### config.mk
export PLATFORM = sky130hd
export DESIGN_NAME = lpc_host_io_flat
export DESIGN_NICKNAME = d
export VERILOG_FILES = /design/src/rtl/lpc_host_io_if.sv /design/src/rtl/lpc_host_io.sv /design/src/flat_wrapper.sv
export SDC_FILE = /design/constraint.sdc
export NUM_CORES = 1
export LEC_CHECK = 0
export ABC_AREA = 1
export CAP_MARGIN = 20
export CORE_ASPECT_RATIO = 1.25
export CORE_MARGIN = 2
export CORE_UTILIZATION = 38
export DETAILED_ROUTE_END_ITERATION = 10
export GPL_TIMING_DRIVEN = 0
export SLEW_MARGIN = 10
export SYNTH_ARGS = -nofsm -noshare
export SYNTH_HDL_FRONTEND = slang
export SYNTH_SLANG_ARGS = --single-unit
### constraint.sdc
create_clock -name lpc_clock -period 1.9 [get_ports lpc_clock]
set_input_delay 0.38 -clock lpc_clock [delete_from_list [all_inputs] [get_ports lpc_clock]]
set_output_delay 0.38 -clock lpc_clock [all_outputs]
set_load 0.01 [all_outputs]
### src/rtl/lpc_host_io_if.sv
// LPC host I/O bundle: request/response handshake plus the LAD/LFRAME# pins.
// Request transfers on a rising edge with req_valid && req_ready; rsp_valid is a one-cycle pulse with no back-pressure.
interface lpc_host_io_if;
    logic        req_valid;
    logic        req_ready;
    logic        req_write;
    logic [15:0] req_addr;
    logic [7:0]  req_wdata;
    logic        rsp_valid;
    logic [7:0]  rsp_rdata;
    logic [1:0]  rsp_status;
    logic        lpc_frame;
    logic [3:0]  lpc_ad_out;
    logic        lpc_ad_oe;
    logic [3:0]  lpc_ad_in;

    // master is the LPC initiator; slave is the requester and peripheral side
    modport master (
        input  req_valid, req_write, req_addr, req_wdata, lpc_ad_in,
        output req_ready, rsp_valid, rsp_rdata, rsp_status, lpc_frame, lpc_ad_out, lpc_ad_oe
    );
    modport slave (
        output req_valid, req_write, req_addr, req_wdata, lpc_ad_in,
        input  req_ready, rsp_valid, rsp_rdata, rsp_status, lpc_frame, lpc_ad_out, lpc_ad_oe
    );
endinterface

### src/rtl/lpc_host_io.sv
// LPC initiator: turns single I/O read/write requests into LPC bus cycles,
// decodes peripheral SYNC (with short/long wait timeouts) and reports completion.
module lpc_host_io #(
    parameter logic [3:0] START_CODE   = 4'b0101,
    parameter int         SYNC_TIMEOUT = 8,
    parameter int         LONG_TIMEOUT = 64
) (
    input  logic          lpc_clock,
    input  logic          reset,
    lpc_host_io_if.master bus,
    output logic [3:0]    dbg_state
);
    localparam int CW = $clog2(LONG_TIMEOUT + 1);

    typedef enum logic [3:0] {
        S_IDLE, S_START, S_CYCTYPE, S_ADDR, S_WDATA,
        S_TAR_H, S_SYNC, S_RDATA, S_TAR_P, S_ABORT
    } state_t;

    state_t        state, state_nx;
    logic [1:0]    phase, phase_nx;
    logic [CW-1:0] sync_cnt, sync_cnt_nx, sync_limit;
    logic          long_wait, long_wait_nx;
    logic          wr_q;
    logic [15:0]   addr_q;
    logic [7:0]    wdata_q, rdata_sh;
    logic [1:0]    status_q;
    logic          frame_nx, oe_nx, rsp_valid_nx;
    logic [3:0]    ad_nx;
    logic          accept, sync_done, sync_long;

    assign accept     = (state == S_IDLE) && bus.req_valid;
    assign sync_done  = (bus.lpc_ad_in == 4'h0) || (bus.lpc_ad_in == 4'hA);
    // a long-wait nibble widens the limit on the very cycle it is seen
    assign sync_long  = long_wait || (bus.lpc_ad_in == 4'b0110);
    assign sync_limit = sync_long ? CW'(LONG_TIMEOUT) : CW'(SYNC_TIMEOUT);
    assign dbg_state  = state;

    always_ff @(posedge lpc_clock or posedge reset) begin
        if (reset) begin
            state          <= S_IDLE;
            phase          <= 2'd0;
            sync_cnt       <= '0;
            long_wait      <= 1'b0;
            wr_q           <= 1'b0;
            addr_q         <= 16'h0;
            wdata_q        <= 8'h0;
            rdata_sh       <= 8'h0;
            status_q       <= 2'b00;
            bus.lpc_frame  <= 1'b1;
            bus.lpc_ad_oe  <= 1'b0;
            bus.lpc_ad_out <= 4'hF;
            bus.req_ready  <= 1'b1;
            bus.rsp_valid  <= 1'b0;
            bus.rsp_rdata  <= 8'h0;
            bus.rsp_status <= 2'b00;
        end else begin
            state          <= state_nx;
            phase          <= phase_nx;
            sync_cnt       <= sync_cnt_nx;
            long_wait      <= long_wait_nx;
            bus.lpc_frame  <= frame_nx;
            bus.lpc_ad_oe  <= oe_nx;
            bus.lpc_ad_out <= ad_nx;
            bus.req_ready  <= (state_nx == S_IDLE);
            bus.rsp_valid  <= rsp_valid_nx;
            if (accept) begin
                wr_q    <= bus.req_write;
                addr_q  <= bus.req_addr;
                wdata_q <= bus.req_wdata;
            end
            if (state == S_SYNC && sync_done)
                status_q <= (bus.lpc_ad_in == 4'hA) ? 2'b01 : 2'b00;
            if (state == S_RDATA) begin
                if (phase == 2'd0) rdata_sh[3:0] <= bus.lpc_ad_in;
                else               rdata_sh[7:4] <= bus.lpc_ad_in;
            end
            // read data becomes visible only when the cycle completes normally
            if (rsp_valid_nx) begin
                bus.rsp_status <= (state == S_ABORT) ? 2'b10 : status_q;
                if (state == S_TAR_P && !wr_q) bus.rsp_rdata <= rdata_sh;
            end
        end
    end

    always_comb begin
        state_nx     = state;
        sync_cnt_nx  = sync_cnt;
        long_wait_nx = long_wait;
        case (state)
            S_IDLE:    if (accept) state_nx = S_START;
            S_START:   state_nx = S_CYCTYPE;
            S_CYCTYPE: state_nx = S_ADDR;
            S_ADDR:    if (phase == 2'd3) state_nx = wr_q ? S_WDATA : S_TAR_H;
            S_WDATA:   if (phase == 2'd1) state_nx = S_TAR_H;
            S_TAR_H: begin
                if (phase == 2'd1) begin
                    state_nx     = S_SYNC;
                    sync_cnt_nx  = CW'(1);
                    long_wait_nx = 1'b0;
                end
            end
            S_SYNC: begin
                long_wait_nx = sync_long;
                if (sync_done)                    state_nx = wr_q ? S_TAR_P : S_RDATA;
                else if (sync_cnt >= sync_limit)  state_nx = S_ABORT;
                else                              sync_cnt_nx = sync_cnt + 1'b1;
            end
            S_RDATA:   if (phase == 2'd1) state_nx = S_TAR_P;
            S_TAR_P:   if (phase == 2'd1) state_nx = S_IDLE;
            S_ABORT:   if (phase == 2'd3) state_nx = S_IDLE;
            default:   state_nx = S_IDLE;
        endcase
        phase_nx = (state_nx != state) ? 2'd0 : phase + 2'd1;
    end

    always_comb begin
        frame_nx     = 1'b1;
        oe_nx        = 1'b0;
        ad_nx        = 4'hF;
        rsp_valid_nx = (state_nx == S_IDLE) && (state == S_TAR_P || state == S_ABORT);
        case (state_nx)
            S_START: begin
                frame_nx = 1'b0;
                oe_nx    = 1'b1;
                ad_nx    = START_CODE;
            end
            S_CYCTYPE: begin
                oe_nx = 1'b1;
                ad_nx = wr_q ? 4'b0010 : 4'b0000;
            end
            S_ADDR: begin
                oe_nx = 1'b1;
                case (phase_nx)
                    2'd0:    ad_nx = addr_q[15:12];
                    2'd1:    ad_nx = addr_q[11:8];
                    2'd2:    ad_nx = addr_q[7:4];
                    default: ad_nx = addr_q[3:0];
                endcase
            end
            S_WDATA: begin
                oe_nx = 1'b1;
                ad_nx = (phase_nx == 2'd0) ? wdata_q[3:0] : wdata_q[7:4];
            end
            S_TAR_H: oe_nx = (phase_nx == 2'd0);
            S_ABORT: begin
                frame_nx = 1'b0;
                oe_nx    = 1'b1;
            end
            default: ;
        endcase
    end
endmodule

### src/flat_wrapper.sv
// flat-port wrapper written by rule: the top's interface ports become plain ports
module lpc_host_io_flat 
#(
    parameter logic [3:0] START_CODE   = 4'b0101,
    parameter int         SYNC_TIMEOUT = 8,
    parameter int         LONG_TIMEOUT = 64
)
  (lpc_clock, reset, dbg_state, bus_req_valid, bus_req_write, bus_req_addr, bus_req_wdata, bus_lpc_ad_in, bus_req_ready, bus_rsp_valid, bus_rsp_rdata, bus_rsp_status, bus_lpc_frame, bus_lpc_ad_out, bus_lpc_ad_oe);
  lpc_host_io_if bus_i ();
  input  logic lpc_clock;
  input  logic reset;
  output logic [3:0] dbg_state;
  input wire logic [$bits(bus_i.req_valid)-1:0] bus_req_valid;
  input wire logic [$bits(bus_i.req_write)-1:0] bus_req_write;
  input wire logic [$bits(bus_i.req_addr)-1:0] bus_req_addr;
  input wire logic [$bits(bus_i.req_wdata)-1:0] bus_req_wdata;
  input wire logic [$bits(bus_i.lpc_ad_in)-1:0] bus_lpc_ad_in;
  output wire logic [$bits(bus_i.req_ready)-1:0] bus_req_ready;
  output wire logic [$bits(bus_i.rsp_valid)-1:0] bus_rsp_valid;
  output wire logic [$bits(bus_i.rsp_rdata)-1:0] bus_rsp_rdata;
  output wire logic [$bits(bus_i.rsp_status)-1:0] bus_rsp_status;
  output wire logic [$bits(bus_i.lpc_frame)-1:0] bus_lpc_frame;
  output wire logic [$bits(bus_i.lpc_ad_out)-1:0] bus_lpc_ad_out;
  output wire logic [$bits(bus_i.lpc_ad_oe)-1:0] bus_lpc_ad_oe;
  assign bus_i.req_valid = bus_req_valid;
  assign bus_i.req_write = bus_req_write;
  assign bus_i.req_addr = bus_req_addr;
  assign bus_i.req_wdata = bus_req_wdata;
  assign bus_i.lpc_ad_in = bus_lpc_ad_in;
  assign bus_req_ready = bus_i.req_ready;
  assign bus_rsp_valid = bus_i.rsp_valid;
  assign bus_rsp_rdata = bus_i.rsp_rdata;
  assign bus_rsp_status = bus_i.rsp_status;
  assign bus_lpc_frame = bus_i.lpc_frame;
  assign bus_lpc_ad_out = bus_i.lpc_ad_out;
  assign bus_lpc_ad_oe = bus_i.lpc_ad_oe;
  lpc_host_io #(.START_CODE(START_CODE), .SYNC_TIMEOUT(SYNC_TIMEOUT), .LONG_TIMEOUT(LONG_TIMEOUT)) u_core (.lpc_clock(lpc_clock), .reset(reset), .bus(bus_i), .dbg_state(dbg_state));
endmodule
# Word level (Yosys, flattened, before mapping)

Cells that the tools add are included.

Bits in registers: 67
Output and inout port bits: 22
Logic and storage cells: 95

$add $sub $neg: 2
Order comparisons: 1
Eq/ne operators: 25
Multiplexer cells: 28
Bitwise gates (word level): 1
Reductions and logical operators: 21

Operators with widths:

| kind                  | count |
|---|---|
| $mux W4               | 11 |
| $pmux W4 S10          | 1 |
| $eq A4 B3 Y1 const B  | 7 |
| $mux W7               | 4 |
| $eq A4 B2 Y1 const B  | 4 |
| $eq A4 B4 Y1 const B  | 4 |
| $pmux W4 S4           | 1 |
| $pmux W7 S2           | 1 |
| $logic_not A4 Y1      | 3 |
| $pmux W4 S3           | 1 |
| $eq A4 B1 Y1 const B  | 2 |
| $reduce_and A2 Y1     | 4 |
| $add A7 B1 Y7 const B | 1 |
| $ge A7 B7 Y1          | 1 |
| $mux W2               | 3 |
| $reduce_or A5 Y1      | 1 |
| $eq A2 B1 Y1 const B  | 2 |
| $eq A2 B2 Y1 const B  | 2 |
| $logic_and A1 B1 Y1   | 4 |
| $logic_not A2 Y1      | 2 |
| $mux W1               | 4 |
| $ne A2 B2 Y1 const B  | 2 |
| $ne A4 B4 Y1          | 1 |
| $pmux W1 S2           | 2 |
| 8 further kinds       | 10 |

# Longest topological paths before layout

Depth after elaboration: 12
Mapped depth: 18
Depth with buffers taken out: 18

# Least setup slack after synthesis

Ideal clock, no wire load.

Kind: register -> register
Start: register u_core.phase[0]
End: register u_core.bus.rsp_rdata[0]
Setup time: 0.117 ns
Arrival time: 1.921 ns
Data required time: 1.783 ns
Setup slack: -0.138 ns
Stages on the path, launching flop included: 17
Path buffers: 0
Cells stage by stage: dfrtp_1 > ha_1 > nand2_1 > inv_1 > nor2_1 > nand2_1 > nand3_2 > nor2_4 > nand2_2 > nor2_2 > inv_2 > nor2_4 > nand2_2 > nor2_4 > nand2_2 > nand2_1 > nand2_1

Word-level cells in the longest chain between the ends: 6
Elaborated cells between the ends (all ways): 12
Classes of those cells: eq/ne (2); mux (7); reduce/logical (3)

Ends and longest elaborated chain:

| item                                         | RTL line             | RTL |
|---|---|---|
| from (decl)                                  | lpc_host_io.sv:21    | `logic [1:0] phase, phase_nx;` |
| from (signal assigned)                       | lpc_host_io.sv:59    | `phase <= phase_nx;` |
| $eq A2 B2 Y1 or $eq A2 B1 Y1 (tied branches) | -                    |  |
| $mux W4 (tied with other cells)              | lpc_host_io.sv:111   | `S_ABORT: if (phase == 2'd3) state_nx = S_IDLE;` |
| $pmux W4 S10 *                               | lpc_host_io.sv:90    | `case (state)` |
| net u_core.state_nx[0]                       | lpc_host_io.sv:20    | `state_t state, state_nx;` |
| $logic_not A4 Y1 *                           | lpc_host_io.sv:121   | `rsp_valid_nx = (state_nx == S_IDLE) && (state == S_TAR_P \|\| state == S_ABORT);` |
| $logic_and A1 B1 Y1 *                        | lpc_host_io.sv:121   |  |
| $reduce_and A2 Y1 (no line) *                | -                    |  |
| to (signal assigned)                         | lpc_host_io.sv:81    | `if (state == S_TAR_P && !wr_q) bus.rsp_rdata <= rdata_sh;` |
| to (decl)                                    | lpc_host_io_if.sv:20 | `output req_ready, rsp_valid, rsp_rdata, rsp_status, lpc_frame, lpc_ad_out, lpc_ad_oe` |

The timed path passes the listed nets; every way through them passes the cells marked *.
A chain may end at the register's enable or synchronous reset.

# Worst setup path in the final report

Start: register u_core.phase[1]
End: register u_core.bus.rsp_rdata[6]

The elaborated chain is that of the path after synthesis.

==> impl_metrics.env <==
export IMPL_drc=0
export IMPL_core_area_um2=8650
export IMPL_clkPwrFrac=0.124
export IMPL_clock_skew_ns=0.0104
export IMPL_netlist_area_um2=3380
export IMPL_setup_viol=16
export IMPL_grtUsageTotal=0.181
export IMPL_ctsHoldBuffers=0
export IMPL_synth_compound_area_frac=0.0964
export IMPL_gr_max_usage_layer="met2"
export IMPL_clkSlewWorstSetupHoldPaths_ns=0.07
export IMPL_syn_mean_instance_area_um2=8.31
export IMPL_use_met2=0.307
export IMPL_power_switching_w=0.00406
export IMPL_gp_congestion=0.850
export IMPL_dpl_instance_area_um2=4140
export IMPL_gr_usage_met3=0.0398
export IMPL_slew_headroom=0.559
export IMPL_clockBufferDepth=2
export IMPL_r2r_start="u_core.phase[1]"
export IMPL_seqPwrFrac=0.263
export IMPL_min_from="bus_lpc_ad_in[2]"
export IMPL_internal_power_w=0.00493
export IMPL_cp_required_ns=2.18
export IMPL_async_reset_ff_frac=1.00
export IMPL_final_core_util=0.548
export IMPL_fin_ws_ns=-0.257
export IMPL_worst_path_buf_inv=5
export IMPL_ant_nets=0
export IMPL_wire_per_inst_um=13.1
export IMPL_muxShareOfSynthArea=0
export IMPL_place_hpwl_um=5670
export IMPL_syn_inst=406
export IMPL_first_pass_iters=4
export IMPL_grt_pass1_vias=2776
export IMPL_worstMarginPinSlew_ns=0.660
export IMPL_hold_path_class="in2reg"
export IMPL_slowest_stage="dfrtp_1"
export IMPL_finalMaxSlewViolations=0
export IMPL_path_common_cell="nor2_4"
export IMPL_grt_pass1_wl_um=13400
export IMPL_ios=54
export IMPL_worstSetupPathType="reg2reg"
export IMPL_rsz0062_at_grt="true"
export IMPL_violations="setup timing"
export IMPL_globalRouteOverflowTotal=0
export IMPL_die_w_um=88.3
export IMPL_synth_most_common_cell="nand2_1"
export IMPL_synth_xor_area_share=0
export IMPL_p_leak_nw=2.28
export IMPL_min_period_ns=2.16
export IMPL_ys_seq_area_frac=0.491
export IMPL_cp_startpoint="u_core.phase[1]"
export IMPL_drive_gt1_frac=0.279
export IMPL_switching_share=0.452
export IMPL_cp_end_kind="register"
export IMPL_crit_family="simple AND/OR/NAND/NOR gates"
export IMPL_ys_seq_elements=66
export IMPL_chipHeight_um=109
export IMPL_netlist_top_cells_area="dfrtp_1 (44%), nand2_1 (13%), nand3_1 (5.0%)"
export IMPL_io_buffers=53
export IMPL_antenna_found_initial=0
export IMPL_irDropWorstVdd_mv=1.05
export IMPL_critPathMaxStageDelay_ns=0.42
export IMPL_yosys_most_used_dff="dfrtp_1"
export IMPL_cts_buffers=9
export IMPL_hold_viol_final=0
export IMPL_yosysTopAreaCell="dfrtp_1"
export IMPL_viasPerCell=4.73
export IMPL_synth_top_area_frac=0.445
export IMPL_maxCapViolCount=0
export IMPL_final_area_um2=4740
export IMPL_area_delta_synth_final_pct=40.5
export IMPL_rows=38
export IMPL_status="finished, violations left"
export IMPL_period_share=1.14
export IMPL_cts_sinks=66
export IMPL_worst_path_max_fanout=5
export IMPL_power_density_nw_per_um2=1900
export IMPL_cp_start_kind="register"
export IMPL_n_antenna_cell=0
export IMPL_syn_nets=443
export IMPL_netlist_cell_type_count=38
export IMPL_clock_root_buffer="clkbuf_8"
export IMPL_nets=531
export IMPL_grt_max_degree=38
export IMPL_htreeDepth=3
export IMPL_synth_top_family_by_area="simple AND/OR/NAND/NOR gates"
export IMPL_synthSimpleGateAreaFrac=0.322
export IMPL_synth_edf_count=0
export IMPL_vias=2930
export IMPL_clk_latency_ns=0.35
export IMPL_synthAdderAreaFrac=0.0185
export IMPL_crit_path_cell_trace="inv_2, ha_4, nand2_1, inv_1, nor2_1, nand2_1, nand3_2, nor2_4, nand2_4, buf_12, nor2_4, inv_2, nor2_4, nand2_4, nor2_4, buf_6, nand3_1, nand2_1"
export IMPL_start_util=0.390
export IMPL_synth_common_cells="nand2_1 (121), dfrtp_1 (60), inv_1 (42)"
export IMPL_power_frac_comb=0.613
export IMPL_synth_warnings=0
export IMPL_cts_tree="done"
export IMPL_fin_total_pwr_w=0.00900
export IMPL_die_area_um2=9660
export IMPL_wirelength_um=8120
export IMPL_max_freq_mhz=464
export IMPL_grt_met1_usage=0.227
export IMPL_cp_arrival_ns=2.44
export IMPL_drt_iter0_drc=136
-- flip-flops by register name (all words and copies together) (netlist names) --
signal                 count
u_core.addr_q             16
u_core.bus.lpc_ad_oe       1
u_core.bus.lpc_ad_out      4
u_core.bus.lpc_frame       1
u_core.bus.req_ready       1
u_core.bus.rsp_rdata       8
u_core.bus.rsp_status      2
u_core.bus.rsp_valid       1
u_core.dbg_state           4
u_core.long_wait           1
u_core.phase               2
u_core.rdata_sh            8
u_core.status_q            1
u_core.sync_cnt            7
u_core.wdata_q             8
u_core.wr_q                1
-- repair_timing --
item                                    in CTS  in global routing
resized for setup                           30                 34
buffers inserted                            14                  7
pin swaps                                   16                 13
endpoints found under the setup margin      32                 46
cloned                                       3                  0
-- cells in the final DEF (no fill, tap or decap), types with 3 or more instances in the layout --
cell type	netlist	routed
nand2_1	121	112
dfrtp_1	60	57
clkdlybuf4s50_1	0	49
inv_1	42	36
o21ai_0	26	26
nand3_1	34	23
nor2_1	26	20
buf_4	2	17
nand2_2	12	14
nand3_2	2	12
clkbuf_8	0	12
nand2_4	4	11
inv_2	8	11
nor2_4	5	10
buf_6	1	6
nor2_2	4	6
a21oi_1	8	6
o2111ai_1	7	6
dfstp_2	6	6
clkinvlp_4	0	3
clkbuf_2	0	3
clkbuf_1	4	3
o211ai_1	3	3
nor3_1	5	3
dlygate4sd2_1	0	3
buf_12	0	3
dfrtp_2	0	3
-- tightest hold or removal path: cells and delay by family --
family | cells | cell delay, ns
compound gates | 1 | 0.09
buf+inv | 2 | 0.24
-- through the flow --
| stage | std cells | hold WS [ns] | TNS, ns | setup WS (ns) |
|---|---|---|---|---|
| after floorplan | 406 | 0.449 | 0 | 0.00546 |
| after global placement | 579 | 0.452 | -21.18 | -0.759 |
| after detailed placement | 580 | 0.458 | -17.88 | -0.753 |
| after CTS | 612 | 0.474 | -4.13 | -0.304 |
| after global routing | 619 | 0.445 | -6.78 | -0.469 |
| final | 619 | 0.428 | -3.60 | -0.257 |
-- power groups by stage --
stage | sequential [W] | clock (W) | combinational, W
floorplan | 0.00240 | 0 | 0.00291
finish | 0.00236 | 0.00111 | 0.00552
global route | 0.00243 | 0.00121 | 0.00606
global placement | 0.00239 | 0 | 0.00403
detailed placement | 0.00239 | 0 | 0.00406
CTS | 0.00236 | 0.00115 | 0.00494
-- cell type report --
cell class,instances,area (um^2)
fillers,853,3910
multi-input cells,282,1730
flip-flops and latches,66,1660
repair buffers,76,751
inverters,51,204
clock buffers,14,173
well taps,120,150
plain buffers,8,57.6
clock inverters,2,12.5
-- path summary, 6_finish.rpt --
check | end | slack [ns] | depth (start not counted)
worst min register to register | u_core.bus.rsp_rdata[6] | 0.47 | 2
worst max register to register | u_core.bus.rsp_rdata[6] | -0.26 | 18
worst min-delay path | u_core.rdata_sh[6] | 0.43 | 3
max in group asynchronous | u_core.bus.lpc_ad_out[3] | 0.77 | 3
min in group asynchronous | u_core.wdata_q[2] | 0.46 | 2
worst max-delay path | u_core.bus.rsp_rdata[6] | -0.26 | 18
-- routing by layer --
metal	vias up	wire, um
met3	7	357
met2	61	4130
li1	1481	-
met4	0	74
met1	1381	3560
met5	-	0
-- cell families after synthesis --
kind of cell,Yosys count
adder cells (fa/ha/maj),5
AND/OR/NAND/NOR,224
AO/OA/AOI/OAI,51
flip-flops,66
buffers and inverters,60
Power figures use the tool's default switching activity.
